<file path="config.mk">
export PLATFORM = sky130hd
export DESIGN_NAME = edf_deadline_tracker
export DESIGN_NICKNAME = d
export VERILOG_FILES = /design/src/rtl/edf_deadline_tracker.sv
export SDC_FILE = /design/constraint.sdc
export NUM_CORES = 1
export LEC_CHECK = 0
export BUFFER_PORTS_ARGS = -buffer_cell sky130_fd_sc_hd__buf_2
export CORE_MARGIN = 4
export CORE_UTILIZATION = 25
export CTS_BUF_LIST = sky130_fd_sc_hd__clkbuf_8 sky130_fd_sc_hd__clkbuf_16
export DETAILED_ROUTE_END_ITERATION = 16
export GPL_TIMING_DRIVEN = 0
export RECOVER_POWER = 100
export SLEW_MARGIN = 40
export SYNTH_ARGS = -nofsm -noshare
export SYNTH_HDL_FRONTEND = slang
export SYNTH_SLANG_ARGS = --single-unit
export TNS_END_PERCENT = 50
</file>
<file path="constraint.sdc">
create_clock -name clock -period 3 [get_ports clock]
set_input_delay 0.15 -clock clock [delete_from_list [all_inputs] [get_ports clock]]
set_output_delay 0.15 -clock clock [all_outputs]
set_load 0.01 [all_outputs]
</file>
<file path="src/rtl/edf_deadline_tracker.sv">
// Per-queue relative-deadline tracker for the EDF scheduler: counts each non-empty queue's
// deadline down from its programmed period, reloads on consume and flags/counts overruns.
module edf_deadline_tracker #(
  parameter int NB_QUEUES      = 4,
  parameter int DATA_WIDTH     = 32,
  parameter int MISS_CNT_WIDTH = 16
) (
  input  logic                                clock,
  input  logic                                reset,
  input  logic                                enable,
  input  logic                                cfg_valid,
  input  logic [$clog2(NB_QUEUES)-1:0]        cfg_id,
  input  logic [DATA_WIDTH-1:0]               cfg_period,
  output logic                                cfg_ready,
  input  logic [NB_QUEUES-1:0]                empty,
  input  logic [NB_QUEUES-1:0]                consumed,
  output logic [NB_QUEUES*DATA_WIDTH-1:0]     deadlines,
  output logic [NB_QUEUES*DATA_WIDTH-1:0]     periods,
  output logic [NB_QUEUES-1:0]                missed,
  output logic [NB_QUEUES*MISS_CNT_WIDTH-1:0] miss_count,
  output logic                                miss_irq
);

  localparam int ID_W = $clog2(NB_QUEUES);

  localparam logic [1:0] ST_IDLE   = 2'd0;
  localparam logic [1:0] ST_ARMED  = 2'd1;
  localparam logic [1:0] ST_MISSED = 2'd2;

  logic                      cfg_ready_q, cfg_ready_d;
  logic                      cfg_accept;
  logic [DATA_WIDTH-1:0]     period_q   [NB_QUEUES];
  logic [DATA_WIDTH-1:0]     period_d   [NB_QUEUES];
  logic [DATA_WIDTH-1:0]     deadline_q [NB_QUEUES];
  logic [DATA_WIDTH-1:0]     deadline_d [NB_QUEUES];
  logic [1:0]                state_q    [NB_QUEUES];
  logic [1:0]                state_d    [NB_QUEUES];
  logic [MISS_CNT_WIDTH-1:0] miss_cnt_q [NB_QUEUES];
  logic [MISS_CNT_WIDTH-1:0] miss_cnt_d [NB_QUEUES];
  logic                      miss_irq_q, miss_irq_d;

  // Writes to ids with no matching queue are accepted but match no slot, so they vanish.
  always_comb begin
    cfg_accept  = cfg_valid && cfg_ready_q;
    cfg_ready_d = !cfg_accept;
    for (int i = 0; i < NB_QUEUES; i++) begin
      period_d[i] = period_q[i];
      if (cfg_accept && (cfg_id == ID_W'(i))) begin
        period_d[i] = cfg_period;
      end
    end
  end

  always_comb begin
    miss_irq_d = 1'b0;
    for (int i = 0; i < NB_QUEUES; i++) begin
      state_d[i]    = state_q[i];
      deadline_d[i] = deadline_q[i];
      miss_cnt_d[i] = miss_cnt_q[i];
      if (enable) begin
        case (state_q[i])
          ST_IDLE: begin
            deadline_d[i] = period_q[i];
            if (!empty[i] && (period_q[i] != '0)) begin
              state_d[i] = ST_ARMED;
            end
          end
          // A zero period disables the queue outright, ahead of consume or expiry.
          ST_ARMED: begin
            if (period_q[i] == '0) begin
              state_d[i]    = ST_IDLE;
              deadline_d[i] = '0;
            end else if (consumed[i]) begin
              deadline_d[i] = period_q[i];
              if (empty[i]) begin
                state_d[i] = ST_IDLE;
              end
            end else if (deadline_q[i] > DATA_WIDTH'(1)) begin
              deadline_d[i] = deadline_q[i] - DATA_WIDTH'(1);
            end else begin
              state_d[i]    = ST_MISSED;
              deadline_d[i] = '0;
              miss_irq_d    = 1'b1;
              if (miss_cnt_q[i] != '1) begin
                miss_cnt_d[i] = miss_cnt_q[i] + MISS_CNT_WIDTH'(1);
              end
            end
          end
          ST_MISSED: begin
            if (period_q[i] == '0) begin
              state_d[i]    = ST_IDLE;
              deadline_d[i] = '0;
            end else if (consumed[i]) begin
              deadline_d[i] = period_q[i];
              state_d[i]    = empty[i] ? ST_IDLE : ST_ARMED;
            end else if (empty[i]) begin
              deadline_d[i] = period_q[i];
              state_d[i]    = ST_IDLE;
            end
          end
          default: begin
            state_d[i]    = ST_IDLE;
            deadline_d[i] = period_q[i];
          end
        endcase
      end
    end
  end

  always_ff @(posedge clock or negedge reset) begin
    if (!reset) begin
      cfg_ready_q <= 1'b1;
      miss_irq_q  <= 1'b0;
      for (int i = 0; i < NB_QUEUES; i++) begin
        period_q[i]   <= '0;
        deadline_q[i] <= '0;
        state_q[i]    <= ST_IDLE;
        miss_cnt_q[i] <= '0;
      end
    end else begin
      cfg_ready_q <= cfg_ready_d;
      miss_irq_q  <= miss_irq_d;
      for (int i = 0; i < NB_QUEUES; i++) begin
        period_q[i]   <= period_d[i];
        deadline_q[i] <= deadline_d[i];
        state_q[i]    <= state_d[i];
        miss_cnt_q[i] <= miss_cnt_d[i];
      end
    end
  end

  assign cfg_ready = cfg_ready_q;
  assign miss_irq  = miss_irq_q;

  for (genvar g = 0; g < NB_QUEUES; g++) begin : g_out
    assign deadlines[g*DATA_WIDTH +: DATA_WIDTH]          = deadline_q[g];
    assign periods[g*DATA_WIDTH +: DATA_WIDTH]            = period_q[g];
    assign missed[g]                                      = (state_q[g] == ST_MISSED);
    assign miss_count[g*MISS_CNT_WIDTH +: MISS_CNT_WIDTH] = miss_cnt_q[g];
  end

endmodule
</file>
Yosys cells after proc, flatten, opt, wreduce, memory -nomap -nowiden. Index checks and enable logic that the tools add are counted.

Register bits: 330. Word-level logic and storage cells: 192.

Add/subtract/negate cells: 8. $lt $le $gt $ge: 4. Equal/unequal tests: 27. Muxes and demuxes: 84. Bitwise operators: 12. Reduce and logical (&&, ||, !) cells: 39.

Operator list (number): 2-to-1 mux 32 bit (24); one-hot mux 32 bit (2 select lines) (4); greater-than comparator 32 x 1 -> 1 bit, second input constant (4); logical NOT 32 bit (4); nonzero test 32 bit (4); subtractor 32 x 1 -> 32 bit, second input constant (4); adder 16 x 1 -> 16 bit, second input constant (4); != test 16 bit, second input constant (4); 2-to-1 mux 2 bit (28); 2-to-1 mux 1 bit (24); one-hot mux 2 bit (3 select lines) (4); AND reduction 6 bit (4); != test 4 x 3 -> 1 bit, second input constant (4); != test 4 bit, second input constant (4); equality test 2 bit, second input constant (6); inverter 1 bit (12); AND reduction 3 bit (4); equality test 2 x 1 -> 1 bit, second input constant (5); logical NOT 2 bit (5); logical AND 1 bit (9); != test 2 bit, second input constant (4); AND reduction 2 bit (4); logical NOT 1 bit (5).

Depth between registers and ports, before layout.
Depth after elaboration: 21. Depth in mapped cells: 10.

Worst setup path before layout. OpenSTA, ideal clock, no wires.

Path kind: register to register. Start: register deadline_q (netlist bit deadlines[75]). End: register miss_cnt_q (netlist bit miss_count[46]). Arrival time: 2521 ps. Data required time: 2874 ps. Setup slack: 352 ps. Cell stages (with the launch flop): 8. Period minus slack after synthesis: 2648 ps. Path through: dfrtp_1 nor4_4 nand3_2 buf_2 or4_4 nor4_4 or4b_1 xnor2_1.

Longest elaborated chain between the ends: 3.

Ends and longest elaborated chain: start: declaration (RTL line 34) `logic [DATA_WIDTH-1:0] deadline_q [NB_QUEUES];`; start signal: indexed assignment (RTL line 125) `deadline_q[i] <= deadline_d[i];`; greater-than comparator 32 x 1 -> 1 bit (RTL line 78) `end else if (deadline_q[i] > DATA_WIDTH'(1)) begin`; inverter 1 bit (no source line); AND reduction 6 bit (no source line); end signal: indexed assignment (RTL line 127) `miss_cnt_q[i] <= miss_cnt_d[i];`; end: declaration (RTL line 38) `logic [MISS_CNT_WIDTH-1:0] miss_cnt_q [NB_QUEUES];`.

No other way between the ends. A chain may end at the register's enable or synchronous reset.

Final worst setup path.
Start: register deadline_q (netlist bit deadlines[17]). End: register deadline_q (netlist bit deadlines[9]).

Longest elaborated chain between the ends: 5.

Ends and longest elaborated chain: greater-than comparator 32 x 1 -> 1 bit (RTL line 78); 2-to-1 mux 32 bit (RTL line 78); 2-to-1 mux 32 bit (RTL line 73) `end else if (consumed[i]) begin`; 2-to-1 mux 32 bit (RTL line 70) `if (period_q[i] == '0) begin`; one-hot mux 32 bit (2 select lines) (RTL line 61) `case (state_q[i])`.

No other way between the ends.

==> results.json <==
{
  "outcome": "complete, but fails checks",
  "violations": "capacitance limit, slew limit",
  "synthCells": 1822,
  "grt_pass1_wl_um": 115000,
  "clk-insertion-delay-late_ns": 0.57,
  "io_pins": 372,
  "fp.dieArea_sq_um": 76900,
  "dp_hpwl_um": 58600,
  "p_per_area_nw_per_um2": 924,
  "holdWs_ns": 0.0321,
  "io_buffers": 371,
  "crit_fanout": 10,
  "grt_max_degree": 72,
  "wl_per_cell_um": 24.0,
  "layout.nets": 2358,
  "core_area_sq_um": 71700,
  "cts.sinks": 330,
  "synth_mux_area_frac": 0.0860,
  "htreeDepth": 2,
  "crit_path_end_kind": "flop",
  "drtAntennaViolNets": 0,
  "r2r_cells": 8,
  "vdd_ir_drop_max_mv": 0.564,
  "final_area_sq_um": 23000,
  "synth_top_area_share": 0.454,
  "final_cells": 3270,
  "synthXorXnorAreaFrac": 0.0435,
  "num_vias": 17885,
  "drc": 0,
  "synth-simple-area-share": 0.207,
  "gp_congestion": 0.940,
  "initial_core_util": 0.253,
  "hold_depth": 2,
  "syn_avg_cell_area_sq_um": 9.96,
  "wl_um": 78600,
  "ys_dominant_reg_cell": "dfrtp_1",
  "fmax_ghz": 0.339,
  "die_x_um": 277,
  "synthAdderAreaFrac": 0.0193,
  "synth_top_family_by_area": "simple AND/OR/NAND/NOR gates",
  "hold_path.startpoint": "cfg_period[4]",
  "grt-ovfl-total": 0,
  "tns_ns": 0,
  "maxSlewHeadroom": -0.0619,
  "ys_seq_area_frac": 0.455,
  "antenna_found_initial": 13,
  "rsz0062_at_grt": "yes",
  "die_h_um": 277,
  "crit_type": "flop to flop",
  "synth-seq-cells": 330,
  "drtIter0Drc": 1829,
  "root_buffer": "clkbuf_16",
  "hold_class": "input port to flop",
  "tightest_slew_ns": 1.59,
  "period_needed_ns": 2.95,
  "fin_crit_sh": 0.983,
  "r2r-start": "deadlines[17]",
  "finClkSkew_ns": 0.0317,
  "dr.pass1.iters": 9,
  "synth-compound-area-share": 0.157,
  "finalMaxSlewViolations": 58,
  "post_dp_cell_area_sq_um": 21400,
  "hold_viol_final": 0,
  "p_leak_nw": 9.49,
  "cp_data_required_time_ns": 3.46,
  "crit_start": "deadlines[17]",
  "fin_ws_ns": 0.0505,
  "synth_async_sr_flop_share": 1.00,
  "via_per_inst": 5.47,
  "synth_area_leaders": "dfrtp_1 (45%), mux2_2 (8.3%), xnor2_1 (3.5%), nor2_1 (2.6%), nor4_1 (2.5%)",
  "layout-drive-gt1-share": 0.226,
  "grt_pass1_vias": 16874,
  "layout_common_cells": "dfrtp_1 (328), clkbuf_1 (224), buf_2 (211), mux2_2 (133), nor2_1 (126)",
  "clock_path_buffers": 3,
  "syn2layout_area_growth_pct": 26.9,
  "pre_cts_slack_ns": -0.496,
  "crit_path_start_kind": "flop",
  "final_common_cell": "dfrtp_1",
  "maxCapViolations": 1,
  "synth.distinct_cells": 86,
  "tritoncts": "yes",
  "synth_edf_count": 0,
  "yosysTopAreaCell": "dfrtp_1",
  "syn_area_sq_um": 18100,
  "dp_cells": 3149,
  "grt.total_usage": 0.194,
  "yosysWarnings": 0,
  "syn_nets": 1896,
  "setup_violations": 0,
  "numCtsBuffers": 42,
  "worstPathArrival_ns": 3.41,
  "rows": 98,
  "clk_pin_slew_ns": 0.06
}
## area by class of cell
class | count | area, sq um
timing repair buffer | 418 | 2060
multi-input combinational | 1344 | 9550
buffer | 94 | 413
inverter | 54 | 203
clock buffer | 48 | 1140
tap | 950 | 1190
antenna | 5 | 12.5
sequential | 330 | 8260
clock inverter | 27 | 188
fill | 7549 | 48700
## timing repair
item / 4_1_cts / 5_1_grt
pin swaps: 7 / 16
endpoints found under the hold margin: 156 / 0
setup buffers: 5 / 27
setup endpoints to repair: 115 / 164
hold buffers: 9 / 0
gates resized for setup: 27 / 43
## synthesized netlist by cell type, types with 32 or more instances
master,n
a21oi_1,50
a221o_1,32
clkbuf_1,76
dfrtp_1,329
inv_1,53
mux2_2,133
nand2_1,119
nand3_1,68
nand4_1,56
nor2_1,128
nor3_1,83
nor4_1,73
o21ai_0,90
xnor2_1,73
## report_power, final
part / switching (mW) / internal (mW)
registers: 2.23 / 5.69
logic: 5.16 / 3.19
clock network: 2.09 / 2.89
total: 9.48 / 11.8
## cells by family after synthesis
| kind of cell | after synthesis |
|---|---|
| adders and majority gates | 28 |
| muxes | 139 |
| buffers and inverters | 148 |
| xor gates and xnor gates | 90 |
| AOI/OAI and AO/OA | 401 |
| and+or+nand+nor | 686 |
| DFF | 330 |
## per-layer routing
layer,track usage,vias up,part of all wire
met5,0,-,0
met4,0.0705,0,0.040
met3,0.0472,187,0.092
met2,0.306,1018,0.45
met1,0.259,8812,0.42
li1,-,7868,-
## critical path: stages (launching register included)
cell and delay [ns]:
dfrtp_1 0.43, or4_1 0.53, clkbuf_1 0.17, nand2b_1 0.29, nor3_1 0.32, or4_1 0.20
buf_1 0.47, o21ai_0 0.21, a22o_1 0.22
## flip-flops by register name, indices dropped and copies added, names as in the netlist
register and count:
periods 128, miss_count 64, cfg_ready 1, deadlines 128, miss_irq 1, state_q 8
## metrics by stage
| stage | utilization | total power, mW |
|---|---|---|
| after detailed placement | 0.299 | 16.1 |
| after floorplan | - | 12.2 |
| after global routing | 0.321 | 22.5 |
| after CTS | 0.321 | 21.3 |
| after global placement | 0.295 | 16.0 |
| final | 0.321 | 21.3 |
## final timing paths
path	end	slack (ns)
min reg2reg	miss_count[42]	0.49
min in group asynchronous	deadlines[37]	0.06
max reg2reg	deadlines[9]	0.05
max	deadlines[9]	0.05
max in group asynchronous	cfg_ready	0.51
min	periods[4]	0.03
Note: power is estimated with default switching activity, not from simulation.
